===== config.mk =====
export PLATFORM = sky130hd
export DESIGN_NAME = ttt_engine_nxk_flat
export DESIGN_NICKNAME = d
export VERILOG_FILES = /design/src/rtl/ttt_engine_nxk_if.sv /design/src/rtl/ttt_engine_nxk.sv /design/src/flat_wrapper.sv
export SDC_FILE = /design/constraint.sdc
export NUM_CORES = 1
export LEC_CHECK = 0
export CAP_MARGIN = 20
export CORE_MARGIN = 3
export CORE_UTILIZATION = 48
export CTS_CLUSTER_DIAMETER = 80
export DETAILED_ROUTE_END_ITERATION = 10
export GPL_ROUTABILITY_DRIVEN = 0
export MAX_ROUTING_LAYER = met4
export PLACE_DENSITY_LB_ADDON = 0.25
export SKIP_LAST_GASP = 1
export SYNTH_ARGS = -nofsm -noshare
export SYNTH_HDL_FRONTEND = slang
export SYNTH_SLANG_ARGS = --single-unit

===== constraint.sdc =====
create_clock -name clk -period 2.5 [get_ports clk]
set_input_delay 0.625 -clock clk [delete_from_list [all_inputs] [get_ports clk]]
set_output_delay 0.625 -clock clk [all_outputs]
set_load 0.005 [all_outputs]

===== src/rtl/ttt_engine_nxk_if.sv =====
// Move handshake between the move-input logic and the tic-tac-toe engine.
interface ttt_engine_nxk_if #(
    parameter int IW = 2
);
    logic          move_valid;
    logic [IW-1:0] move_row;
    logic [IW-1:0] move_col;
    logic          move_ready;
    logic          move_accept;
    logic          move_reject;

    modport master (
        output move_valid, move_row, move_col,
        input  move_ready, move_accept, move_reject
    );

    modport slave (
        input  move_valid, move_row, move_col,
        output move_ready, move_accept, move_reject
    );
endinterface


===== src/rtl/ttt_engine_nxk.sv =====
// N x N, K-in-a-row tic-tac-toe engine: move legality, board state,
// move counter and a one-cycle registered win/draw check.
module ttt_engine_nxk #(
    parameter int N  = 3,
    parameter int K  = 3,
    parameter int IW = (N <= 2) ? 1 : $clog2(N),
    parameter int CW = $clog2(N*N+1)
) (
    input  logic                  clk,
    input  logic                  rst,
    input  logic                  new_game,
    ttt_engine_nxk_if.slave       mv,
    output logic                  turn,
    output logic [N*N-1:0]        board_p1,
    output logic [N*N-1:0]        board_p2,
    output logic [CW-1:0]         move_count,
    output logic                  win_p1,
    output logic                  win_p2,
    output logic                  draw,
    output logic                  game_over
);
    localparam logic [1:0] S_WAIT  = 2'd0;
    localparam logic [1:0] S_CHECK = 2'd1;
    localparam logic [1:0] S_OVER  = 2'd2;

    logic [1:0]     state;
    logic           last_p2;
    logic           accept_q;
    logic           reject_q;
    logic [N*N-1:0] hit;
    logic [N*N-1:0] mb;
    logic [N*N-1:0] hit_h, hit_v, hit_d, hit_a;
    logic           legal;
    logic           any_win;

    // Bitmask of K cells starting at (r0,c0) stepping by (dr,dc).
    function automatic logic [N*N-1:0] line_mask(int r0, int c0, int dr, int dc);
        logic [N*N-1:0] m;
        int idx;
        m = '0;
        for (int unsigned i = 0; i < K; i++) begin
            idx = (r0 + dr*int'(i))*N + c0 + dc*int'(i);
            m = m | ({{(N*N-1){1'b0}}, 1'b1} << idx);
        end
        return m;
    endfunction

    // Only the last mover can have just completed a line.
    assign mb = last_p2 ? board_p2 : board_p1;

    for (genvar r = 0; r < N; r++) begin : g_r
        for (genvar c = 0; c < N; c++) begin : g_c
            assign hit[r*N+c] = (mv.move_row == IW'(r)) && (mv.move_col == IW'(c));
            if (c + K <= N) begin : g_h
                localparam logic [N*N-1:0] M = line_mask(r, c, 0, 1);
                assign hit_h[r*N+c] = (mb & M) == M;
            end else begin : g_hn
                assign hit_h[r*N+c] = 1'b0;
            end
            if (r + K <= N) begin : g_v
                localparam logic [N*N-1:0] M = line_mask(r, c, 1, 0);
                assign hit_v[r*N+c] = (mb & M) == M;
            end else begin : g_vn
                assign hit_v[r*N+c] = 1'b0;
            end
            if (r + K <= N && c + K <= N) begin : g_d
                localparam logic [N*N-1:0] M = line_mask(r, c, 1, 1);
                assign hit_d[r*N+c] = (mb & M) == M;
            end else begin : g_dn
                assign hit_d[r*N+c] = 1'b0;
            end
            if (r + K <= N && c >= K - 1) begin : g_a
                localparam logic [N*N-1:0] M = line_mask(r, c, 1, -1);
                assign hit_a[r*N+c] = (mb & M) == M;
            end else begin : g_an
                assign hit_a[r*N+c] = 1'b0;
            end
        end
    end

    // An out-of-range index matches no cell, so hit is all-zero for it.
    assign legal   = (|hit) && !(|(hit & (board_p1 | board_p2)));
    assign any_win = |{hit_h, hit_v, hit_d, hit_a};

    assign mv.move_ready  = (state == S_WAIT);
    assign mv.move_accept = accept_q;
    assign mv.move_reject = reject_q;
    assign game_over      = win_p1 | win_p2 | draw;

    // Game FSM: accept/reject moves, then register the win/draw result.
    always_ff @(posedge clk) begin
        if (!rst || new_game) begin
            state      <= S_WAIT;
            turn       <= 1'b0;
            last_p2    <= 1'b0;
            board_p1   <= '0;
            board_p2   <= '0;
            move_count <= '0;
            win_p1     <= 1'b0;
            win_p2     <= 1'b0;
            draw       <= 1'b0;
            accept_q   <= 1'b0;
            reject_q   <= 1'b0;
        end else begin
            accept_q <= 1'b0;
            reject_q <= 1'b0;
            case (state)
                S_WAIT: begin
                    if (mv.move_valid) begin
                        if (legal) begin
                            if (turn) board_p2 <= board_p2 | hit;
                            else      board_p1 <= board_p1 | hit;
                            accept_q   <= 1'b1;
                            move_count <= move_count + CW'(1);
                            turn       <= ~turn;
                            last_p2    <= turn;
                            state      <= S_CHECK;
                        end else begin
                            reject_q <= 1'b1;
                        end
                    end
                end
                S_CHECK: begin
                    if (any_win) begin
                        if (last_p2) win_p2 <= 1'b1;
                        else         win_p1 <= 1'b1;
                        state <= S_OVER;
                    end else if (move_count == CW'(N*N)) begin
                        draw  <= 1'b1;
                        state <= S_OVER;
                    end else begin
                        state <= S_WAIT;
                    end
                end
                S_OVER:  state <= S_OVER;
                default: state <= S_WAIT;
            endcase
        end
    end
endmodule


===== src/flat_wrapper.sv =====
// flat-port wrapper written by rule: the top's interface ports become plain ports
module ttt_engine_nxk_flat 
#(
    parameter int N  = 3,
    parameter int K  = 3,
    parameter int IW = (N <= 2) ? 1 : $clog2(N),
    parameter int CW = $clog2(N*N+1)
)
  (clk, rst, new_game, turn, board_p1, board_p2, move_count, win_p1, win_p2, draw, game_over, mv_move_valid, mv_move_row, mv_move_col, mv_move_ready, mv_move_accept, mv_move_reject);
  ttt_engine_nxk_if #(.IW(IW)) mv_i ();
  input  logic clk;
  input  logic rst;
  input  logic new_game;
  output logic turn;
  output logic [N*N-1:0] board_p1;
  output logic [N*N-1:0] board_p2;
  output logic [CW-1:0] move_count;
  output logic win_p1;
  output logic win_p2;
  output logic draw;
  output logic game_over;
  input wire logic [$bits(mv_i.move_valid)-1:0] mv_move_valid;
  input wire logic [$bits(mv_i.move_row)-1:0] mv_move_row;
  input wire logic [$bits(mv_i.move_col)-1:0] mv_move_col;
  output wire logic [$bits(mv_i.move_ready)-1:0] mv_move_ready;
  output wire logic [$bits(mv_i.move_accept)-1:0] mv_move_accept;
  output wire logic [$bits(mv_i.move_reject)-1:0] mv_move_reject;
  assign mv_i.move_valid = mv_move_valid;
  assign mv_i.move_row = mv_move_row;
  assign mv_i.move_col = mv_move_col;
  assign mv_move_ready = mv_i.move_ready;
  assign mv_move_accept = mv_i.move_accept;
  assign mv_move_reject = mv_i.move_reject;
  ttt_engine_nxk #(.N(N), .K(K), .IW(IW), .CW(CW)) u_core (.clk(clk), .rst(rst), .new_game(new_game), .mv(mv_i), .turn(turn), .board_p1(board_p1), .board_p2(board_p2), .move_count(move_count), .win_p1(win_p1), .win_p2(win_p2), .draw(draw), .game_over(game_over));
endmodule

# Word-level counts from Yosys, hierarchy flattened
# Cells that the tools add are included.
# Widths: inputs -> output; s select.
word_totals:
  register_bits: 31
  out_inout_bits: 30
op_classes:
  n_addsub: 1
  n_eq_ne: 17
  mux: 8
  bitwise_logic: 11
  reduce_logical: 27
op_table:
  columns: ["op", "count"]
  rows:
  - ["$or 9x9->9", 3]
  - ["$eq 3x3->1 const B", 8]
  - ["$reduce_or 9->1", 2]
  - ["$reduce_and 3->1", 4]
  - ["$logic_and 1x1->1", 10]
  - ["$and 9x9->9", 1]
  - ["$mux 9", 1]
  - ["$mux 2", 4]
  - ["$reduce_and 4->1", 2]
  - ["$reduce_or 8->1", 1]
  - ["$eq 2x1->1 const B", 3]
  - ["$eq 2x2->1 const B", 3]
  - ["$logic_not 2->1", 3]
  - ["$pmux 2 s3", 1]
  - ["$not 1->1", 5]
  - ["$add 4x1->4 const B", 1]
  - ["$eq 4x4->1 const B", 1]
  - ["$reduce_or 3->1", 1]
  - ["$logic_not 1->1", 2]
  - ["$mux 1", 2]
  - ["$ne 2x1->1 const B", 1]
  - ["$ne 2x2->1 const B", 1]
  - ["$or 1x1->1", 2]
  - ["$reduce_and 2->1", 1]
  - ["$logic_or 1x1->1", 1]

# Longest topological paths before layout
depth:
  ltp_word: 9
  ltp_mapped: 7

# Least setup slack after synthesis
# Ideal clock, no wire load.
synth_path:
  path_kind: "input to register"
  startpoint: "input mv_move_row[1]"
  endpoint: "register u_core.board_p2[2]"
  setup_time_ps: 117
  arrival_ps: 2014
  path_slack_ps: 369
  path_stages: 6
  path_buffers: 1
  path_cell_list: "buf_2 or4b_1 o22ai_2 or3_4 nor3_2 a32o_1"
synth_via:
  elab_chain_len: 7
  elab_cells_between_ends: 19
  classes_between: "eq/ne (2); bitwise (2); reduce/logical (15)"
synth_rtl:
  columns: ["item", "line_no", "text"]
  rows:
  - ["start: declaration", "flat_wrapper.sv:23", "input wire logic [$bits(mv_i.move_row)-1:0] mv_move_row;"]
  - ["$eq 2x1->1 (tied with other cells)", "ttt_engine_nxk.sv:53", "assign hit[r*N+c] = (mv.move_row == IW'(r)) && (mv.move_col == IW'(c));"]
  - ["$logic_and 1x1->1", "ttt_engine_nxk.sv:53", null]
  - ["$and 9x9->9", "ttt_engine_nxk.sv:82", "assign legal = (|hit) && !(|(hit & (board_p1 | board_p2)));"]
  - ["$reduce_or 9->1", "ttt_engine_nxk.sv:82", null]
  - ["$logic_not 1->1", "ttt_engine_nxk.sv:82", null]
  - ["$logic_and 1x1->1", "ttt_engine_nxk.sv:82", null]
  - ["$reduce_and 4->1 (no source line)", null, null]
  - ["end signal: assignment", "ttt_engine_nxk.sv:111", "if (turn) board_p2 <= board_p2 | hit;"]
  - ["end: declaration", "ttt_engine_nxk.sv:15", "output logic [N*N-1:0] board_p2,"]
# Parallel ways exist; a longest one is shown, timed or not.
# A chain may end at the register's enable or synchronous reset.

# Worst setup path in the final report
layout_path:
  startpoint: "input mv_move_col[1]"
  endpoint: "register u_core.board_p1[1]"
layout_via:
  elab_chain_len: 7
  elab_cells_between_ends: 19
  classes_between: "eq/ne (2); bitwise (2); reduce/logical (15)"
layout_rtl:
  columns: ["item", "line_no", "text"]
  rows:
  - ["start: declaration", "flat_wrapper.sv:24", "input wire logic [$bits(mv_i.move_col)-1:0] mv_move_col;"]
  - ["$eq 2x1->1 (tied with other cells)", "ttt_engine_nxk.sv:53", null]
  - ["$logic_and 1x1->1", "ttt_engine_nxk.sv:53", null]
  - ["$and 9x9->9", "ttt_engine_nxk.sv:82", null]
  - ["$reduce_or 9->1", "ttt_engine_nxk.sv:82", null]
  - ["$logic_not 1->1", "ttt_engine_nxk.sv:82", null]
  - ["$logic_and 1x1->1", "ttt_engine_nxk.sv:82", null]
  - ["$reduce_and 4->1 (no source line)", null, null]
  - ["end signal: assignment", "ttt_engine_nxk.sv:112", "else board_p1 <= board_p1 | hit;"]
  - ["end: declaration", "ttt_engine_nxk.sv:14", "output logic [N*N-1:0] board_p1,"]
# Parallel ways exist; a longest one is shown, timed or not.

==> results_dict.tcl <==
set metrics [dict create \
    synth-seq-area-share_pct 40.8 \
    worst-setup-path-type "primary input to flip-flop" \
    finalSetupViolations 0 \
    r2r_slack_ns 0.73 \
    dp_slack_ns -0.286 \
    total_power_mw 1.03 \
    wl_um 4630 \
    final_nets 233 \
    ir_drop_v 0.000329 \
    min_path_type "flip-flop to flip-flop" \
    die_area_mm2 0.00388 \
    remaining_drc_errors 0 \
    postCtsSetupBuffers 0 \
    fmax_mhz 410 \
    fin_crit_ns 2.44 \
    async_flop_share_pct 0 \
    dp_cells 258 \
    cellPowerDensity_mw_per_mm2 476 \
    synth_cells 169 \
    synth.distinct_cells 49 \
    tightest_slew_ns 0.481 \
    post_drt_wl_per_cell_um 17.4 \
    clock_latency_ns 0.33 \
    pwr-share-clk_pct 40.5 \
    initial_core_util_pct 52.9 \
    fin_setup_tns_ns 0 \
    antenna_found_initial 0 \
    fillers 235 \
    synth_ff_type "dfxtp_1" \
    fin_hold_ws_ns 0.500 \
    ioPinCount 38 \
    maxCapViolCount 0 \
    cts.clk_slew.worst_paths_ns 0.10 \
    via_per_inst 6.27 \
    yosys_warnings 0 \
    clock-sinks 31 \
    grt-ovfl-total 0 \
    area_growth_pct 42.2 \
    finalHoldViolCount 0 \
    critPathRequiredTime_ns 2.73 \
    clk_root_buffer_cell "clkbuf_4" \
    grt_use_total_pct 23.9 \
    busiest_layer "met2" \
    drt-pass1-iter-count 6 \
    p_leak_nw 0.750 \
    drtIter0Drc 134 \
    utilization_pct 75.3 \
    drive_gt1_share_pct 17.9 \
    synth.ff_latch_count 31 \
    cp_max_fo 10 \
    critPathArrivalTime_ns 2.67 \
    drtAntennaViolNets 0 \
    cp-end-kind "flip-flop" \
    slew_headroom_pct 67.7 \
    cts_tree "built" \
    grt_start_max_net_pins 25 \
    layout.cells.non_filler 266 \
    startpoint_type "primary input" \
    grt_use_met3_pct 5.59 \
    ctsLongestPathBuffers 2 \
    grt_util_met2_pct 38.0 \
    numCtsBuffers 5 \
    postLayoutCellArea_mm2 0.00216 \
    ctsHoldBuffers 0 \
    p_switching_mw 0.246 \
    outcome "completed" \
    h-tree-depth 2 \
    synth_area_mm2 0.00152 \
    grt_pass1_vias 1538 \
    grt_pass1_wl_um 7310 \
    core-area_mm2 0.00288 \
    vias 1668 \
    combPwrFrac_pct 10.7 \
    fin_skew_ns 0.00862 \
    use_met1_pct 29.2 \
    post_dp_cell_area_mm2 0.00204 \
    syn_nets 179 \
    die_h_um 62.3 \
    dp_hpwl_um 3300 \
    row_count 19 \
    synth_enable_flop_cells 0 \
    switching_share_pct 23.9 \
    p_int_mw 0.785 \
    antenna_cells 0 \
    dieWidth_um 62.3 \
    rsz0062_at_grt "yes" \
    drv_slew 0 \
    fin_ws_ns 0.0636 \
    port_buffers 37 \
    postSynthAreaPerCell_um2 9.01 \
    power_frac_seq_pct 48.9 \
    post-route-period-util_pct 97.5 \
]
## synthesized netlist by cell type, types with 3 or more instances
cell	instances	area [um^2]
a222oi_1	4	40.0
a31oi_1	4	25.0
clkbuf_1	4	15.0
dfxtp_1	31	621
inv_1	8	30.0
nand2_1	22	82.6
nand2b_1	7	43.8
nor2_1	12	45.0
nor4_1	5	31.3
o21a_1	5	37.5
o21ai_0	3	15.0
o21ai_1	3	15.0
o22ai_1	4	25.0
o31ai_1	7	52.6
o41ai_1	4	35.0
## cell families after synthesis
logic type / after synthesis / share of synthesized area, %
fa+ha+maj: 2 / 1.64
buf+inv: 15 / 3.86
mux: 2 / 1.31
compound gates: 51 / 26.5
flops: 31 / 40.8
simple gates: 68 / 25.9
## what timing repair did
item	4_1_cts	5_1_grt
endpoints found under the setup margin	0	9
endpoints found under the hold margin	0	0
gates resized for setup	0	5
## cell type report
cell class	instances	area, um^2	area share, %
clock buffer	6	51.3	2.37
sequential	31	621	28.7
clock inverter	2	35.0	1.62
multi-input combinational	123	877	40.5
timing repair buffer	54	498	23.0
inverter	8	30.0	1.39
tap	42	52.6	2.43
## flip-flops by register name, summed over array words and instances, names as in the netlist
signal                 cells
u_core.board_p1            9
u_core.board_p2            9
u_core.draw                1
u_core.last_p2             1
u_core.move_count          4
u_core.mv.move_accept      1
u_core.mv.move_reject      1
u_core.state               2
u_core.turn                1
u_core.win_p1              1
u_core.win_p2              1
## worst paths after layout
kind,startpoint,end,cells past startpoint
hold / removal,u_core.draw$_SDFFE_PP0P_,u_core.draw$_SDFFE_PP0P_,1
setup reg to reg,u_core.board_p1[8]$_SDFFE_PP0P_,u_core.board_p1[1]$_SDFFE_PP0P_,5
hold reg to reg,u_core.draw$_SDFFE_PP0P_,u_core.draw$_SDFFE_PP0P_,1
setup / recovery,mv_move_col[1],u_core.board_p1[1]$_SDFFE_PP0P_,7
## placed cells by master (no fill, tap or decap), types with 3 or more instances in the layout
| cell type | synthesis | final |
|---|---|---|
| inv_1 | 8 | 8 |
| clkbuf_4 | 0 | 5 |
| dfxtp_1 | 31 | 31 |
| o31ai_1 | 7 | 7 |
| nor2_1 | 12 | 12 |
| o22ai_1 | 4 | 4 |
| a222oi_1 | 4 | 4 |
| buf_4 | 0 | 17 |
| o21ai_0 | 3 | 3 |
| nand2_1 | 22 | 22 |
| a31oi_1 | 4 | 4 |
| nor4_1 | 5 | 4 |
| o41ai_1 | 4 | 4 |
| clkdlybuf4s50_1 | 0 | 37 |
| o21ai_1 | 3 | 3 |
| o21a_1 | 5 | 5 |
| nand2b_1 | 7 | 7 |
## power groups by stage
stage | sequential (mW) | combinational (mW) | clock (mW)
CTS | 0.503 | 0.104 | 0.414
global route | 0.504 | 0.117 | 0.443
global placement | 0.514 | 0.0998 | 0
finish | 0.504 | 0.110 | 0.417
floorplan | 0.514 | 0.0523 | 0
detailed placement | 0.514 | 0.104 | 0
## per-layer routing
layer	up-vias	wire (um)
met3	10	454
met1	776	1880
met4	0	89
met2	128	2210
li1	754	-
met5	-	0
## worst max-delay path: stages
cell             delay, ns
clkdlybuf4s50_1       0.65
nor4b_2               0.10
buf_4                 0.15
a21boi_1              0.17
nor3_4                0.34
nand3_2               0.31
o31ai_1               0.31
No activity file was read; power rests on OpenSTA's default activity.
